<file path="src/rtl/bcd_to_bin_seq_if.sv">
// Handshake/data bundle for the sequential BCD-to-binary converter.
// master drives a request, slave returns status and result.
interface bcd_to_bin_seq_if #(
  parameter int DIGITS = 2,
  parameter int BW     = 7
);
  logic                  Start;
  logic [4*DIGITS-1:0]   BCD;
  logic                  Busy;
  logic                  Done;
  logic [BW-1:0]         Bin;
  logic                  Err;

  modport master (output Start, BCD, input Busy, Done, Bin, Err);
  modport slave  (input Start, BCD, output Busy, Done, Bin, Err);
endinterface

</file>
<file path="src/rtl/bcd_to_bin_seq.sv">
// Sequential BCD-to-binary converter (reverse double-dabble: shift right, subtract 3).
// One bit per cycle; invalid digits are rejected on the first shift cycle.
module bcd_to_bin_seq #(
  parameter int DIGITS = 2,
  parameter int BW     = 7
) (
  input  logic           Clock,
  input  logic           Resetn,
  bcd_to_bin_seq_if.slave io
);
  localparam int W  = 4 * DIGITS;
  localparam int CW = $clog2(W);

  typedef enum logic [1:0] {IDLE, SHIFT, DONE} state_t;

  state_t          state, state_nx;
  logic [W-1:0]    d_q, b_q;
  logic [W-1:0]    d_nx, b_nx;
  logic [2*W-1:0]  sh;
  logic [CW-1:0]   cnt;
  logic [BW-1:0]   bin_q;
  logic            err_q;
  logic [DIGITS-1:0] bad;
  logic            reject, last;

  // Datapath: R = {D, B} shifted right one bit, then BCD nibble correction.
  assign sh   = {d_q, b_q} >> 1;
  assign b_nx = sh[W-1:0];

  for (genvar g = 0; g < DIGITS; g++) begin : g_dig
    logic [3:0] nib;
    assign nib              = sh[W + 4*g +: 4];
    assign d_nx[4*g +: 4]   = (nib >= 4'd8) ? nib - 4'd3 : nib;
    assign bad[g]           = d_q[4*g +: 4] > 4'd9;
  end

  // Captured digits are still untouched on the first SHIFT cycle, so check them there.
  assign reject = (cnt == '0) && (|bad);
  assign last   = (cnt == CW'(W - 1));

  // State register
  always_ff @(posedge Clock) begin
    if (!Resetn) state <= IDLE;
    else         state <= state_nx;
  end

  // Next-state logic
  always_comb begin
    state_nx = state;
    case (state)
      IDLE:    if (io.Start) state_nx = SHIFT;
      SHIFT:   if (reject || last) state_nx = DONE;
      DONE:    state_nx = IDLE;
      default: state_nx = IDLE;
    endcase
  end

  // Output decode from registered state
  always_comb begin
    io.Busy = 1'b0;
    io.Done = 1'b0;
    case (state)
      SHIFT:   io.Busy = 1'b1;
      DONE:    begin io.Busy = 1'b1; io.Done = 1'b1; end
      default: ;
    endcase
  end

  // Datapath and result registers
  always_ff @(posedge Clock) begin
    if (!Resetn) begin
      d_q   <= '0;
      b_q   <= '0;
      cnt   <= '0;
      bin_q <= '0;
      err_q <= 1'b0;
    end else begin
      case (state)
        IDLE: if (io.Start) begin
          d_q   <= io.BCD;
          b_q   <= '0;
          cnt   <= '0;
          err_q <= 1'b0;
        end
        SHIFT: begin
          if (reject) begin
            err_q <= 1'b1;
            bin_q <= '0;
          end else begin
            d_q <= d_nx;
            b_q <= b_nx;
            cnt <= cnt + 1'b1;
            if (last) bin_q <= b_nx[BW-1:0];
          end
        end
        default: ;
      endcase
    end
  end

  assign io.Bin = bin_q;
  assign io.Err = err_q;
endmodule

</file>
<file path="src/flat_wrapper.sv">
// flat-port wrapper written by rule: the top's interface ports become plain ports
module bcd_to_bin_seq_flat 
#(
  parameter int DIGITS = 2,
  parameter int BW     = 7
)
  (Clock, Resetn, io_Start, io_BCD, io_Busy, io_Done, io_Bin, io_Err);
  bcd_to_bin_seq_if #(.DIGITS(DIGITS), .BW(BW)) io_i ();
  input  logic Clock;
  input  logic Resetn;
  input wire logic [$bits(io_i.Start)-1:0] io_Start;
  input wire logic [$bits(io_i.BCD)-1:0] io_BCD;
  output wire logic [$bits(io_i.Busy)-1:0] io_Busy;
  output wire logic [$bits(io_i.Done)-1:0] io_Done;
  output wire logic [$bits(io_i.Bin)-1:0] io_Bin;
  output wire logic [$bits(io_i.Err)-1:0] io_Err;
  assign io_i.Start = io_Start;
  assign io_i.BCD = io_BCD;
  assign io_Busy = io_i.Busy;
  assign io_Done = io_i.Done;
  assign io_Bin = io_i.Bin;
  assign io_Err = io_i.Err;
  bcd_to_bin_seq #(.DIGITS(DIGITS), .BW(BW)) u_core (.Clock(Clock), .Resetn(Resetn), .io(io_i));
endmodule
</file>
<file path="config.mk">
export PLATFORM = sky130hd
export DESIGN_NAME = bcd_to_bin_seq_flat
export DESIGN_NICKNAME = d
export VERILOG_FILES = /design/src/rtl/bcd_to_bin_seq_if.sv /design/src/rtl/bcd_to_bin_seq.sv /design/src/flat_wrapper.sv
export SDC_FILE = /design/constraint.sdc
export NUM_CORES = 1
export LEC_CHECK = 0
export CAP_MARGIN = 10
export CORE_MARGIN = 5
export CORE_UTILIZATION = 47
export CTS_CLUSTER_SIZE = 40
export DETAILED_ROUTE_END_ITERATION = 8
export MAX_ROUTING_LAYER = met4
export PLACE_DENSITY = 0.74
export SLEW_MARGIN = 30
export SYNTH_ARGS = -nofsm -noshare
export SYNTH_HDL_FRONTEND = slang
export SYNTH_SLANG_ARGS = --single-unit
</file>
<file path="constraint.sdc">
create_clock -name Clock -period 1.5 [get_ports Clock]
set_input_delay 0.225 -clock Clock [delete_from_list [all_inputs] [get_ports Clock]]
set_output_delay 0.225 -clock Clock [all_outputs]
set_load 0.02 [all_outputs]
</file>
# == After elaboration in Yosys (flattened, before gate mapping) ==
# Index checks and enable logic that the tools add are counted.
# word_totals
register_bits,29
input_bits,11
output_inout_bits,10
elab_cells,53
# classes
add_sub_neg,3
order_cmp,4
n_eq_ne,7
n_mux,21
reduce_logical,12
# ops
op,n
$mux W8,4
$pmux W8 S2,2
$mux W7,2
$gt A4 B4 Y1 const B,2
$mux W4,2
$mux W3,2
$pmux W3 S2,1
$reduce_and A3 Y1,2
$ge A3 B4 Y1 const B,1
$ge A4 B4 Y1 const B,1
$mux W1,4
$mux W2,2
$ne A2 B1 Y1 const B,2
$ne A2 B2 Y1 const B,2
$pmux W2 S2,1
$reduce_and A2 Y1,2
$reduce_bool A2 Y1,2
$reduce_or A2 Y1,2
$sub A3 B2 Y4 const B,1
$sub A4 B2 Y4 const B,1
$add A3 B1 Y3 const B,1
$eq A3 B3 Y1 const B,1
$logic_not A3 Y1,1
$eq A2 B1 Y1 const B,1
5 further kinds,5

# == Depth between registers and ports, before layout ==
# logic_depth
word_depth,6
ltp_mapped,8
ltp_nobuf,6

# == Worst setup path after synthesis ==
# Ideal clock, no wire load.
# synth_path
kind,flip-flop to flip-flop
start,register u_core.state[0]
end,register u_core.b_q[7]
setup_ns,0.119
t_arrival_ns,1.400
setup_slack_ns,-0.018
stages_incl_launch_ff,6
path_buffers,0
synth_period_minus_slack_ns,1.518
cell_sequence,dfxtp_1 inv_1 ha_1 mux2i_1 nor2_4 o221a_1
# synth_via
elab_chain_len,3
elab_cells_between_ends,7
cone_classes,3 x eq/ne; 1 x mux; 3 x reduce/logical
# synth_rtl
item,line,text
start: declaration,bcd_to_bin_seq.sv:16,"state_t state, state_nx;"
start signal: assignment,bcd_to_bin_seq.sv:44,else state <= state_nx;
$eq A2 B1 Y1 or $logic_not A2 Y1 (tied branches),bcd_to_bin_seq.sv:78,case (state)
$ne A2 B2 Y1 (no line) or $reduce_bool A2 Y1 (tied branches),n/a,
$reduce_and A3 Y1 (no line),n/a,
end signal: assignment,bcd_to_bin_seq.sv:91,b_q <= b_nx;
end: declaration,bcd_to_bin_seq.sv:17,"logic [W-1:0] d_q, b_q;"
# Several ways; a longest one is shown, not always the timed one.
# A chain may end at the register's enable or synchronous reset.

# == Worst setup path after layout ==
# layout_path
start,register u_core.d_q[2]
end,register u_core.b_q[1]
# layout_via
elab_chain_len,5
# layout_rtl
item,line,text
start: declaration,bcd_to_bin_seq.sv:17,
start signal: assignment,bcd_to_bin_seq.sv:80,d_q <= io.BCD;
start signal: assignment,bcd_to_bin_seq.sv:90,d_q <= d_nx;
$gt A4 B4 Y1,bcd_to_bin_seq.sv:34,assign bad[g] = d_q[4*g +: 4] > 4'd9;
$reduce_or A2 Y1,bcd_to_bin_seq.sv:38,assign reject = (cnt == '0) && (|bad);
$logic_and A1 B1 Y1,bcd_to_bin_seq.sv:38,
$ne A2 B2 Y1 (no line),n/a,
$reduce_and A3 Y1 (no line),n/a,
# No other way between the ends.

==> flow_summary.yaml <==
setup_path:
  cpMaxStageDelayCell: "dfxtp_4"
  regToRegSetupSlack_ns: -0.04
  cp_max_fo: 8
  start_kind: "register"
  path_cells: "buf_6 > o21ai_4 > buf_4 > a211o_4 > nand2_4 > a32o_1"
  path_class: "reg -> reg"
  crit_arrival_ns: 1.81
  crit_required_ns: 1.77
  end_kind: "register"
  critPathMaxStageDelay_ns: 0.38
  rr_worst_depth: 6
place:
  dp_hpwl_um: 2428
  place_ws_ns: -0.06903
  place.gp.congestion: 0.8105
  io_buffer_count: 20
timing:
  setup_viol: 7
  fin_ws_ns: -0.04266
  finalCritPeriodShare_pct: 102.8
  final.min_clock_period_ns: 1.543
  final.setup_skew_ns: 0.009503
  relSlewSlack_pct: 74.36
  setup_tns_ns: -0.2133
  hold_viol: 0
  grt_setup_unrepaired: "true"
  tightest_slew_ns: 0.3830
  fmax_mhz: 648.2
  drv_slew: 0
drt:
  ant_nets: 0
  post_drt_via_cell_ratio: 5.776
  avgRoutedWirePerCell_um: 16.26
  drtIter0Drc: 44
  vias: 1265
  routed_wl_um: 3561
  drtPass1Iterations: 4
  post-route-drc-count: 0
power:
  p_clk_share_pct: 25.1
  p_sw_share_pct: 31.66
  vdd_drop_max_v: 0.0009621
  seq_power_share_pct: 41.8
  power.switching_mw: 0.6526
  combPwrFrac_pct: 33.1
  p_per_area_nw_per_um2: 1026
  leakagePower_nw: 0.7966
  power.internal_mw: 1.408
yosys:
  synth_top_area_share_pct: 40.73
  synthArstFlopShare_pct: 0
  synth_seq_cells: 28
  netlist_area_um2: 1376
  syn_nets: 157
  synth_flop_cell: "dfxtp_1"
  synth.most_common_cell: "dfxtp_1"
  synth_common_cells: "28 x dfxtp_1, 15 x a21oi_1, 13 x nand2_1"
  synthCells: 138
  syn_area_per_cell_um2: 9.973
  synth-edff-count: 0
  yosysSeqAreaShare_pct: 40.73
  synth_warnings: 0
  synth_top_cell_by_area: "dfxtp_1"
  synthTopCellsByArea: "dfxtp_1 41%, ha_1 7.3%, a21oi_1 5.5%"
  synth_cell_types: 40
final_layout:
  area_growth_pct: 46.00
  fill_cells: 197
  antennaDiodeCount: 0
  final_core_util_pct: 72.24
  nets: 208
  layout-drive-gt1-share_pct: 37.77
run_status:
  outcome: "finished, violations left"
  violations: "negative setup slack"
floorplan:
  die_w_um: 64.12
  core_area_um2: 2781
  initial_utilization_pct: 49.48
  rows: 19
  floorplan.io_pins: 21
  fp.dieH_um: 64.12
  dieArea_um2: 4111
flow_run:
  max-cap-violations: 0
global_routing:
  grt_max_degree: 17
  antenna_found_initial: 0
  grt_overflow: 0
  first_global_vias: 1229
  grt_pass1_wl_um: 5658
  track_usage_pct: 17.65
clock_tree:
  cts_buffers: 3
  clock-root-buffer: "clkbuf_4"
  clk_pin_slew_worst_paths_ns: 0.16
  clock_latency_ns: 0.35
  cts_sinks: 28
  clockBufferDepth: 2
  cts_tree: "done"
  htree_levels: 1
  ctsHoldBuffers: 0
worst_hold_path:
  hold_class: "reg -> reg"
  min_path_cells: 2
[sequential cells by signal, indices dropped and copies added (netlist names)]
register and cells:
u_core.io.Err 1, u_core.d_q 8, u_core.io.Bin 7, u_core.b_q 7
u_core.state 2, u_core.cnt 3
[kinds of logic after synthesis]
logic type,synth area share [%]
flops,40.73
fa+ha+maj,7.273
simple gates,14.46
buf+inv,3.455
mux,4.364
compound gates,28.46
xor+xnor,1.273
[area by class of cell]
cell class	instances	area, µm²	share of cell area [%]
repair buffers	49	422.9	21.05
multi-input cells	99	892.1	44.40
flip-flops and latches	28	570.5	28.39
inverters	8	32.53	1.619
well taps	31	38.79	1.930
clock inverters	1	30.03	1.494
clock buffers	3	22.52	1.121
[path summary, 6_finish.rpt]
kind / start / to
setup / recovery: u_core.d_q[2]$_SDFFE_PN0P_ / u_core.b_q[1]$_SDFFE_PN0P_
hold / removal: u_core.io.Bin[4]$_SDFFE_PN0P_ / u_core.io.Bin[4]$_SDFFE_PN0P_
setup reg to reg: u_core.d_q[2]$_SDFFE_PN0P_ / u_core.b_q[1]$_SDFFE_PN0P_
hold reg to reg: u_core.io.Bin[4]$_SDFFE_PN0P_ / u_core.io.Bin[4]$_SDFFE_PN0P_
[worst max-delay path, delay by kind of cell (launching register included)]
family,cells,cell delay (ns)
buffers and inverters,2,0.28
AOI/OAI and AO/OA,3,0.70
and+or+nand+nor,1,0.10
DFF,1,0.38
[repair_timing]
| item | 4_1_cts | 5_1_grt |
|---|---|---|
| setup endpoints to repair | 33 | 27 |
| resized for setup | 27 | 28 |
| pin swaps | 2 | 11 |
| buffers inserted | 1 | 6 |
| cloned | 1 | 0 |
| hold endpoints to repair | 0 | 0 |
[power by group through the flow]
| stage | combinational [mW] | clock [mW] | sequential (mW) |
|---|---|---|---|
| finish | 0.681 | 0.518 | 0.861 |
| global placement | 0.523 | 0 | 0.862 |
| floorplan | 0.324 | 0 | 0.864 |
| CTS | 0.577 | 0.521 | 0.854 |
| global route | 0.740 | 0.549 | 0.867 |
| detailed placement | 0.542 | 0 | 0.866 |
[stage by stage]
stage | cells | area [µm²] | power, mW | hold slack [ns]
after floorplan | 138 | 1380 | 1.188 | 0.3874
after global placement | 207 | 1767 | 1.384 | 0.4436
after detailed placement | 207 | 1767 | 1.408 | 0.4553
after CTS | 213 | 1853 | 1.951 | 0.4729
after global routing | 219 | 2009 | 2.157 | 0.5039
final | 219 | 2009 | 2.061 | 0.4697
[cells in the final DEF, fill, tap and decap left out, types with 2 or more instances in the layout]
master and n:
buf_4 24, dfxtp_1 24, nand2_1 12, a21oi_1 12
clkdlybuf4s50_1 10, nand3_1 8, dlygate4sd2_1 8, buf_6 6
mux2i_1 5, inv_1 4, o21ai_1 4, a32o_1 4
o221a_1 4, inv_2 3, o21ai_4 3, a21oi_2 3
ha_1 3, ha_4 3, clkbuf_4 3, nand2_4 2
nand2b_1 2, a32o_2 2, nor2_4 2, a211oi_1 2
a211oi_2 2, xnor2_1 2, nor2_1 2, nand4_1 2
ha_2 2, dfxtp_2 2, dfxtp_4 2
[metal layers]
layer  vias up  wire, µm  global-route usage, %  share of wire (%)
li1        614         -                      -                  -
met3         5       145                  3.327                4.1
met1       616      1485                  19.76                 42
met5         -         0                      -                  0
met4         0        52                  7.888                1.5
met2        30      1878                  30.28                 53
Note: power is estimated with default switching activity, not from simulation.
